[config.mk]
export PLATFORM = sky130hd
export DESIGN_NAME = rpn_stack_engine
export DESIGN_NICKNAME = d
export VERILOG_FILES = /design/src/rtl/rpn_stack_engine.sv
export SDC_FILE = /design/constraint.sdc
export NUM_CORES = 1
export LEC_CHECK = 0
export ABC_CLOCK_PERIOD_IN_PS = 12180
export BUFFER_PORTS_ARGS = -buffer_cell sky130_fd_sc_hd__buf_2
export CAP_MARGIN = 15
export CORE_MARGIN = 2
export CORE_UTILIZATION = 42
export DETAILED_ROUTE_END_ITERATION = 8
export SETUP_SLACK_MARGIN = 0.02
export SLEW_MARGIN = 20
export SYNTH_ARGS = -nofsm -noshare
export SYNTH_HDL_FRONTEND = slang
export SYNTH_SLANG_ARGS = --single-unit
[constraint.sdc]
create_clock -name CLOCK_50 -period 12.18 [get_ports CLOCK_50]
set_input_delay 2.436 -clock CLOCK_50 [delete_from_list [all_inputs] [get_ports CLOCK_50]]
set_output_delay 2.436 -clock CLOCK_50 [all_outputs]
set_load 0.02 [all_outputs]
[src/rtl/rpn_stack_engine.sv]
// rpn_stack_engine: WIDTH-bit operand stack with an RPN ALU and a three-state command FSM.
// Revision 1.0 - initial release.
`default_nettype none

module rpn_stack_engine #(
  parameter  int WIDTH = 8,
  parameter  int DEPTH = 16,
  localparam int CW    = $clog2(DEPTH + 1)
) (
  input  logic             CLOCK_50,
  input  logic             reset_n,
  input  logic             cmd_valid,
  input  logic [2:0]       cmd,
  input  logic [WIDTH-1:0] data_in,
  output logic             ready,
  output logic             done,
  output logic [WIDTH-1:0] tos,
  output logic [CW-1:0]    count,
  output logic             err_overflow,
  output logic             err_underflow,
  output logic             carry
);

  localparam int AW = (DEPTH - 1 > 1) ? $clog2(DEPTH - 1) : 1;

  localparam logic [2:0] CMD_PUSH  = 3'd0;
  localparam logic [2:0] CMD_POP   = 3'd1;
  localparam logic [2:0] CMD_ADD   = 3'd2;
  localparam logic [2:0] CMD_SUB   = 3'd3;
  localparam logic [2:0] CMD_MUL   = 3'd4;
  localparam logic [2:0] CMD_DUP   = 3'd5;
  localparam logic [2:0] CMD_SWAP  = 3'd6;
  localparam logic [2:0] CMD_CLEAR = 3'd7;

  typedef enum logic [1:0] {
    S_IDLE  = 2'd0,
    S_FETCH = 2'd1,
    S_EXEC  = 2'd2
  } state_t;

  state_t           state_q, state_d;
  logic [2:0]       cmd_q, cmd_d;
  logic [WIDTH-1:0] data_q, data_d;
  logic [WIDTH-1:0] tos_q, tos_d;
  logic [CW-1:0]    count_q, count_d;
  logic             ovf_q, ovf_d;
  logic             unf_q, unf_d;
  logic             carry_q, carry_d;
  logic             done_q, done_d;
  logic [WIDTH-1:0] nos_q;

  logic [WIDTH-1:0] mem [0:DEPTH-2];
  logic             mem_we;
  logic [AW-1:0]    mem_waddr;
  logic [WIDTH-1:0] mem_wdata;

  logic               w_full;
  logic               w_has1;
  logic               w_has2;
  logic [AW-1:0]      w_top_idx;
  logic [AW-1:0]      w_nos_idx;
  logic [WIDTH:0]     w_sum;
  logic [WIDTH:0]     w_diff;
  logic [2*WIDTH-1:0] w_prod;

  assign w_full    = (count_q == CW'(DEPTH));
  assign w_has1    = (count_q != '0);
  assign w_has2    = (count_q >= CW'(2));
  assign w_top_idx = AW'(count_q - CW'(1));
  assign w_nos_idx = AW'(count_q - CW'(2));

  assign w_sum  = (WIDTH + 1)'(nos_q) + (WIDTH + 1)'(tos_q);
  assign w_diff = (WIDTH + 1)'(nos_q) - (WIDTH + 1)'(tos_q);
  assign w_prod = (2 * WIDTH)'(nos_q) * (2 * WIDTH)'(tos_q);

  always_ff @(posedge CLOCK_50 or negedge reset_n) begin
    if (!reset_n) begin
      state_q <= S_IDLE;
      cmd_q   <= '0;
      data_q  <= '0;
      tos_q   <= '0;
      count_q <= '0;
      ovf_q   <= 1'b0;
      unf_q   <= 1'b0;
      carry_q <= 1'b0;
      done_q  <= 1'b0;
    end else begin
      state_q <= state_d;
      cmd_q   <= cmd_d;
      data_q  <= data_d;
      tos_q   <= tos_d;
      count_q <= count_d;
      ovf_q   <= ovf_d;
      unf_q   <= unf_d;
      carry_q <= carry_d;
      done_q  <= done_d;
    end
  end

  // Array has no reset so it maps onto block RAM; entries above count are never observed.
  always_ff @(posedge CLOCK_50) begin
    if (mem_we) begin
      mem[mem_waddr] <= mem_wdata;
    end
    if (state_q == S_FETCH && w_has2) begin
      nos_q <= mem[w_nos_idx];
    end
  end

  always_comb begin
    state_d   = state_q;
    cmd_d     = cmd_q;
    data_d    = data_q;
    tos_d     = tos_q;
    count_d   = count_q;
    ovf_d     = ovf_q;
    unf_d     = unf_q;
    carry_d   = carry_q;
    done_d    = 1'b0;
    mem_we    = 1'b0;
    mem_waddr = w_top_idx;
    mem_wdata = tos_q;

    case (state_q)
      S_IDLE: begin
        if (cmd_valid) begin
          cmd_d   = cmd;
          data_d  = data_in;
          state_d = S_FETCH;
        end
      end
      S_FETCH: begin
        state_d = S_EXEC;
      end
      S_EXEC: begin
        state_d = S_IDLE;
        done_d  = 1'b1;
        ovf_d   = 1'b0;
        unf_d   = 1'b0;
        carry_d = 1'b0;
        case (cmd_q)
          CMD_PUSH: begin
            if (w_full) begin
              ovf_d = 1'b1;
            end else begin
              mem_we  = w_has1;
              tos_d   = data_q;
              count_d = count_q + CW'(1);
            end
          end
          CMD_POP: begin
            if (!w_has1) begin
              unf_d = 1'b1;
            end else begin
              tos_d   = w_has2 ? nos_q : '0;
              count_d = count_q - CW'(1);
            end
          end
          CMD_ADD, CMD_SUB, CMD_MUL: begin
            if (!w_has2) begin
              unf_d = 1'b1;
            end else begin
              count_d = count_q - CW'(1);
              if (cmd_q == CMD_ADD) begin
                tos_d   = w_sum[WIDTH-1:0];
                carry_d = w_sum[WIDTH];
              end else if (cmd_q == CMD_SUB) begin
                tos_d   = w_diff[WIDTH-1:0];
                carry_d = w_diff[WIDTH];
              end else begin
                tos_d   = w_prod[WIDTH-1:0];
                carry_d = |w_prod[2*WIDTH-1:WIDTH];
              end
            end
          end
          CMD_DUP: begin
            if (!w_has1) begin
              unf_d = 1'b1;
            end else if (w_full) begin
              ovf_d = 1'b1;
            end else begin
              mem_we  = 1'b1;
              count_d = count_q + CW'(1);
            end
          end
          CMD_SWAP: begin
            if (!w_has2) begin
              unf_d = 1'b1;
            end else begin
              mem_we    = 1'b1;
              mem_waddr = w_nos_idx;
              tos_d     = nos_q;
            end
          end
          CMD_CLEAR: begin
            tos_d   = '0;
            count_d = '0;
          end
          default: ;
        endcase
      end
      default: begin
        state_d = S_IDLE;
      end
    endcase
  end

  assign ready         = (state_q == S_IDLE);
  assign done          = done_q;
  assign tos           = tos_q;
  assign count         = count_q;
  assign err_overflow  = ovf_q;
  assign err_underflow = unf_q;
  assign carry         = carry_q;

endmodule

`default_nettype wire
==> metrics.md <==
| Metric | Value |
|---|---|
| Core area | `22500 um^2` |
| Iteration-0 DRC Markers | `roughly 530` |
| Cell Area, Synth | `9560 um^2` |
| EDFF count, synth | `128` |
| CTS root buf | `clkbuf_16` |
| Synth top area share | `about two fifths` |
| Final ANT Viol Nets | `0` |
| Hold violation total from the final report | `0` |
| Vias per cell | `5.61` |
| Area of the multi-input gates | `4500 um^2` |
| Layout Area Growth over Synthesis | `11.2%` |
| Final WS setup | `6.90 ns` |
| Crit Path Category | `flop to flop` |
| Vias | `about 6300` |
| Mapped Nets | `913` |
| Pre-antenna DRT Iters | `5` |
| Routed wl met3 | `1.14 mm` |
| Slew Limit Fails | `0` |
| Filler Cell Count | `roughly 2000` |
| Post-cts resize count | `0` |
| Post-route clock period utilization | `43.3%` |
| Vias in the first global route | `6369` |
| DP HPWL | `15.7 mm` |
| Distinct cells, synth | `63` |
| Startpoint Class | `flop` |
| Crit-path max FO | `25` |
| # port buffers | `31` |
| Synth cell count leaders | `128 x edfxtp_1, 84 x inv_1, 66 x nor2_1` |
| Hold WC Path Type | `flop to flop` |
| Detailed-route DRC error count | `0` |
| Max-cap violations | `0` |
| Clock buffer depth | `2` |
| Syn Inst Count | `802` |
| Clk_lat worst skew | `roughly 0.43 ns` |
| Initial antenna violation count | `0` |
| Critical path data arrival time | `5.59 ns` |
| Worst slew pin tran | `about 1.1 ns` |
| Crit path time final | `5.28 ns` |
| Req. time, crit path | `12.49 ns` |
| CTS tree | `yes` |
| Post-CTS setup buffers | `0` |
| Die Y-Extent | `155 um` |
| Clock Sinks | `~160` |
| GR Overflow Total | `0` |
| Pre-CTS setup slack | `about 7.0 ns` |
| CP Capture Type | `flop` |
| Final clock skew | `0.0121 ns` |
| Main flop type after synthesis | `edfxtp_1` |
| Final setup violation count | `0` |
| Share of layout cells above drive strength 1 | `14.0%` |
| Slew headroom | `28.7%` |
| WL met2 | `~11 mm` |
| Unrepaired setup endpoints after global routing | `no` |
| Fmax | `between 150 and 200 MHz` |
| Sequential area share after synthesis | `48.1%` |
| Synth top area cells | `edfxtp_1 40%, fa_1 8.0%, dfrtp_1 7.9%, ha_1 7.7%, mux4_2 5.7%` |
| Synth Register Bits | `158` |
| Post-Route Setup TNS | `0 ns` |
| # diodes | `0` |
| Sequential Area | `4600 um^2` |
| Boundary Pins | `32` |
| First-pass GRT wire length | `36.5 mm` |
| Mean Syn Cell Area | `11.9 um^2` |
| Top Layer Used | `met4` |
| H-tree depth | `4` |
| Area leader, netlist | `edfxtp_1` |
| Cell with the most instances after synthesis | `edfxtp_1` |
| Nets | `940` |
| Routability cong. | `0.927` |
| Die area | `24000 um^2` |
| Avg WL per Cell | `between 20 and 25 um` |
| Final WL | `23.1 mm` |
| Total CTS buffers | `17` |
| Die extent in x | `155 um` |
| Largest net degree at the start of global routing | `43` |
| Run status | `completed` |
| Async set-reset flop share out of synthesis | `between 10% and 20%` |
| Metal-1 WL | `10.4 mm` |
| CTS Hold Buffers Added | `0` |
| Clk slew on worst S/H paths | `0.07 ns` |
| Site row count | `55` |
| Yosys warning count | `0` |
| Initial core utilization | `42.5%` |
| Global Route Usage Sum | `20.4%` |
| Utilization after layout | `47.2%` |
[cells in the final DEF, fill, tap and decap left out, types with 3 or more instances in the layout]
master | synthesis | final
a31oi_1 | 9 | 9
or4_1 | 4 | 4
dfrtp_1 | 30 | 29
xnor2_1 | 9 | 9
nand4_1 | 3 | 3
buf_2 | 7 | 31
mux2_2 | 11 | 11
a21oi_1 | 45 | 45
o21ai_0 | 27 | 27
o31ai_1 | 7 | 7
nor2_1 | 66 | 66
edfxtp_1 | 128 | 128
inv_1 | 84 | 84
o211ai_1 | 5 | 5
ha_1 | 59 | 59
a211oi_1 | 22 | 22
nand3_1 | 5 | 5
nor3_1 | 11 | 11
nor2b_1 | 8 | 8
nand2_1 | 58 | 58
mux4_2 | 24 | 24
clkinv_4 | 0 | 4
o221ai_1 | 3 | 3
and2_1 | 31 | 31
o22ai_1 | 5 | 5
buf_4 | 1 | 8
inv_6 | 0 | 4
a221oi_1 | 3 | 3
mux2i_1 | 22 | 22
o21a_1 | 5 | 5
bufinv_16 | 0 | 3
a21o_1 | 4 | 4
clkbuf_16 | 0 | 17
fa_1 | 38 | 38
nand2b_1 | 3 | 3
[state kept, by name, indices dropped and copies added (netlist names), 2 cells and up]
register  cells
cmd_q         3
data_q        8
state_q       2
mem         120
nos_q         8
tos           8
count         5
[kinds of logic after synthesis]
group                    count (synthesis)  synth area share, %
flip-flops                             158                 48.1
buffers and inverters                  117                 4.80
adder cells (fa/ha/maj)                 97                 15.7
multiplexers                            57                 9.26
AND/OR/NAND/NOR                        203                 10.1
XOR/XNOR                                11                 1.01
AO/OA/AOI/OAI                          159                 11.1
[routing by layer]
metal / vias up / track usage [%]
met5: - / 0
met3: 34 / 2.75
met4: 0 / 6.13
met2: 187 / 33.8
li1: 2974 / -
met1: 3132 / 28.0
[layout make-up]
type	instances	area share (%)
Sequential cell	158	43.3
Multi-Input combinational cell	527	42.4
Clock buffer	17	4.00
Tap cell	285	3.36
Inverter	86	3.04
Timing Repair Buffer	39	2.03
Clock inverter	15	1.92
[critical path, cell delays in order, from the launching register on]
cell,delay [ns]
dfrtp_1,0.97
nand2_1,0.16
fa_1,0.55
fa_1,0.46
fa_1,0.54
fa_1,0.55
inv_1,0.04
ha_1,0.34
and2_1,0.19
o21a_1,0.18
o31ai_1,0.41
and4_1,0.27
nor3_1,0.05
nor4b_1,0.35
o31ai_1,0.10
[stage by stage]
| stage | hold slack (ns) | std cells | cell area (um^2) |
|---|---|---|---|
| global route | 0.520 | 1127 | 10600 |
| floorplan | 0.435 | 802 | 9560 |
| detailed placement | 0.485 | 1095 | 9990 |
| finish | 0.493 | 1127 | 10600 |
| global placement | 0.476 | 1095 | 9990 |
| CTS | 0.500 | 1127 | 10600 |
[final timing paths]
check                                               from  slack (ns)  depth (start not counted)                       end
worst max-delay path                  tos[2]$_DFFE_PN0P_        6.90                         14         carry$_DFFE_PN0P_
worst min-delay path            err_overflow$_DFFE_PN0P_        0.49                          2  err_overflow$_DFFE_PN0P_
worst max register to register        tos[2]$_DFFE_PN0P_        6.90                         14         carry$_DFFE_PN0P_
worst min register to register  err_overflow$_DFFE_PN0P_        0.49                          2  err_overflow$_DFFE_PN0P_
max in group asynchronous                        reset_n        9.59                          1      count[0]$_DFFE_PN0P_
min in group asynchronous                        reset_n        2.07                          1     data_q[5]$_DFFE_PN0P_
Power is not shown: default switching activity piles up to over one toggle a cycle in this logic, so the estimate is an artifact.
